--- config.mk ---
export PLATFORM = sky130hd
export DESIGN_NAME = subway_move_rule
export DESIGN_NICKNAME = d
export VERILOG_FILES = /design/src/rtl/subway_pkg.sv /design/src/rtl/subway_move_rule.sv
export SDC_FILE = /design/constraint.sdc
export NUM_CORES = 1
export LEC_CHECK = 0
export CAP_MARGIN = 0
export CORE_AREA = 2 2 39 41
export DETAILED_ROUTE_END_ITERATION = 12
export DIE_AREA = 0 0 41 43
export GPL_TIMING_DRIVEN = 0
export MAX_ROUTING_LAYER = met4
export PLACE_DENSITY = 0.52
export SYNTH_ARGS = -nofsm -noshare
export SYNTH_HDL_FRONTEND = slang
export SYNTH_SLANG_ARGS = --single-unit
--- constraint.sdc ---
create_clock -name vclk -period 1.9
set_clock_uncertainty 0.2 [all_clocks]
set_input_delay 0.38 -clock vclk [all_inputs]
set_output_delay 0.38 -clock vclk [all_outputs]
set_load 0.02 [all_outputs]
--- src/rtl/subway_pkg.sv ---
// Shared encodings and types for the subway runner move checker.
package subway_pkg;

    localparam int unsigned LANES  = 4;
    localparam int unsigned CELL_W = 2;
    localparam int unsigned STEP_W = 6;

    localparam logic [1:0] MV_FWD   = 2'd0;
    localparam logic [1:0] MV_RIGHT = 2'd1;
    localparam logic [1:0] MV_LEFT  = 2'd2;
    localparam logic [1:0] MV_JUMP  = 2'd3;

    localparam logic [1:0] CELL_ROAD  = 2'd0;
    localparam logic [1:0] CELL_LOW   = 2'd1;
    localparam logic [1:0] CELL_HIGH  = 2'd2;
    localparam logic [1:0] CELL_TRAIN = 2'd3;

    localparam logic [1:0] ERR_NONE    = 2'd0;
    localparam logic [1:0] ERR_ILLEGAL = 2'd1;
    localparam logic [1:0] ERR_SHORT   = 2'd2;
    localparam logic [1:0] ERR_TIMEOUT = 2'd3;

    // One map column, index = lane.
    typedef logic [LANES-1:0][CELL_W-1:0] column_t;

    typedef enum logic [2:0] {
        ST_IDLE,
        ST_LOAD,
        ST_WAIT,
        ST_RUN,
        ST_REPORT
    } state_t;

endpackage

--- src/rtl/subway_move_rule.sv ---
// Combinational legality check and lane update for one runner move.
module subway_move_rule
    import subway_pkg::*;
(
    input  logic [1:0] lane,
    input  logic [1:0] mv,
    input  column_t    col,
    output logic       legal,
    output logic [1:0] next_lane
);

    logic [1:0] lane_up;
    logic [1:0] lane_dn;

    assign lane_up = lane + 2'd1;
    assign lane_dn = lane - 2'd1;

    // Sidesteps move the lane even when blocked; only the map edges hold it.
    always_comb begin
        legal     = 1'b0;
        next_lane = lane;
        case (mv)
            MV_FWD: legal = (col[lane] == CELL_ROAD) || (col[lane] == CELL_HIGH);
            MV_RIGHT: begin
                if (lane != 2'd3) begin
                    next_lane = lane_up;
                    legal     = (col[lane_up] == CELL_ROAD);
                end
            end
            MV_LEFT: begin
                if (lane != 2'd0) begin
                    next_lane = lane_dn;
                    legal     = (col[lane_dn] == CELL_ROAD);
                end
            end
            default: legal = (col[lane] == CELL_ROAD) || (col[lane] == CELL_LOW);
        endcase
    end

endmodule

==> impl_results.md, run 1 <==
* Status: complete, but fails checks
* Failing checks: setup timing
* Final setup viols at 1
* Die X at around 41 um
* Height of the die at 43 um
* Vias in the first global route at 283
* Boundary Pins at 15
* GP Congestion at 0.6636
* Relative slew slack at between 80 and 90%
* Final sequential cell count at 0
* Fin util at 38.61%
* Arrival @ worst endpoint at 1.54 ns
* Initial antenna violation count at 0
* Register area at 0 um^2
* Cell with the most instances after synthesis: ha_1
* Worst setup margin at -0.2179 ns
* Period minus WS final at 2.118 ns
* First-pass GRT wire length at about 1300 um
* Residual DRC at 0
* GRT Residual Overflow at 0
* Hold_buf cts at 0
* Synth area leaders: ha_1 32%, mux4_1 17%, inv_1 7.2%, and4b_1 6.4%, nor4bb_1 6.4%
* # nets final at 72
* Pre-Repair DR Iteration Count at 2
* Unrepaired setup endpoints after global routing: yes
* P_leak at 0.2555 nW
* Post-DP HPWL at 634.6 um
* Avg WL per Cell at 11.12 um
* Area Growth Syn to Fin at 70.80%
* Final setup TNS at -0.2179 ns
* Top cells by count, synth: 8 x ha_1, 6 x inv_1
* Max FO, Critical Path at 5
* Layout cell share with drive strength beyond 1 at 58.00%
* Post-synthesis average cell area at around 8.9 um^2
* CLK BUF at 0
* Fin. Hold Viols at 0
* Startpoint type of the worst setup path: input port
* I/O Buffers at 15
* Fmax at 0.4722 GHz
* Detail Route Antenna Nets at 0
* WL final at between 700 and 800 um
* Max-cap violations at 0
* Cell area after synthesis at ~310 um^2
* Maximum VDD drop at 89.57 uV
* Crit. End Element: output port
* Yosys warnings at 0
* Crit path required time at around 1.3 ns
* Worst slew pin tran at around 0.25 ns
* Antenna diode count at 0
* Starting density of the core at 22.60%
* Dpl ws at -1.419 ns
* Synth unique cells at 14
* Final Cycle Share at 111.5%
* Number of vias per cell at 4.758
* Core region area at 1384 um^2
* Rows at 14
* Synth Net Count at 55
* Die area at 1763 um^2
* Power per Cell Area at between 200 and 300 nW/um^2
* Pins Over Slew Limit at 0
* Vias after detailed routing at 314
* Hold WS at 1.003 ns
* 1st-iter DRT viols at 5
* Crit Path Class: in2out
* Mapped Cells at 35
* Largest net degree at the start of global routing at 10
* GRT Overall Usage at 10.17%
* Hold Path Class: in2out
* Synth top area share at 32.00%
* Yosys top cell by area: ha_1
* Post-synthesis sequential area ratio at 0%
==> final timing paths <==
path / from / slack (ns) / end / cells after the start
setup / recovery: lane[1] / -0.22 / legal / 5
hold / removal: lane[0] / 1.00 / next_lane[0] / 4
==> timing repair <==
item                                    in CTS  in global routing
resized for setup                           72                  7
endpoints found under the setup margin       3                  3
setup buffers                                1                  0
pin swaps                                    4                  1
==> through the flow <==
step / instance area [um^2] / instances / power [mW]
after detailed placement: 525.5 / 66 / 0.1295
final: 534.3 / 66 / 0.1344
after floorplan: 355.3 / 35 / 0.07262
after CTS: 525.5 / 66 / 0.1328
after global placement: 525.5 / 66 / 0.1295
after global routing: 534.3 / 66 / 0.1472
==> placed cells by master, fill, tap and decap left out, types with 2 or more instances in the layout <==
cell      instances
buf_6             2
nor3b_1           2
buf_4             2
a22oi_1           2
nor2_1            2
a21oi_1           2
nor3_1            2
inv_1             3
ha_4              2
and4b_1           2
buf_2             9
mux4_2            2
o22ai_2           2
inv_4             2
nor4bb_4          2
ha_1              6
==> cell type report <==
type               instances  area (um^2)
fillers                  150        849.6
multi-input cells         28        359.1
repair buffers            16        122.6
inverters                  6        32.53
well taps                 16        20.02
==> cells by family after synthesis <==
logic type | synth area share [%]
adder cells (fa/ha/maj) | 32.00
AO/OA/AOI/OAI | 16.00
AND/OR/NAND/NOR | 23.20
multiplexers | 20.40
buffers and inverters | 8.398
==> metal layers <==
layer  GRT usage, %  up-vias  wire length, um
li1               -      164                -
met3         0.5236        0               38
met4              0        0                0
met5              -        -                0
met1          14.42      144              325
met2          16.56        6              371
==> worst max-delay path, cell delays in order <==
cell and delay, ns:
buf_12 0.09, mux4_2 0.49, mux2_4 0.29, o211ai_4 0.15
buf_6 0.14
==> where the power goes <==
part | internal (mW) | switching, mW | leakage (nW) | total (mW)
clock | 0 | 0 | 0 | 0
combinational | 0.0738 | 0.0606 | 0.256 | 0.134
sequential | 0 | 0 | 0 | 0
No activity file was read; power rests on OpenSTA's default activity.
==> run 2: changes to the inputs <==
- CAP_MARGIN: 0 -> 40
==> results of run 2 <==
Final layout, timing and power as in run 1 (identical DEF).
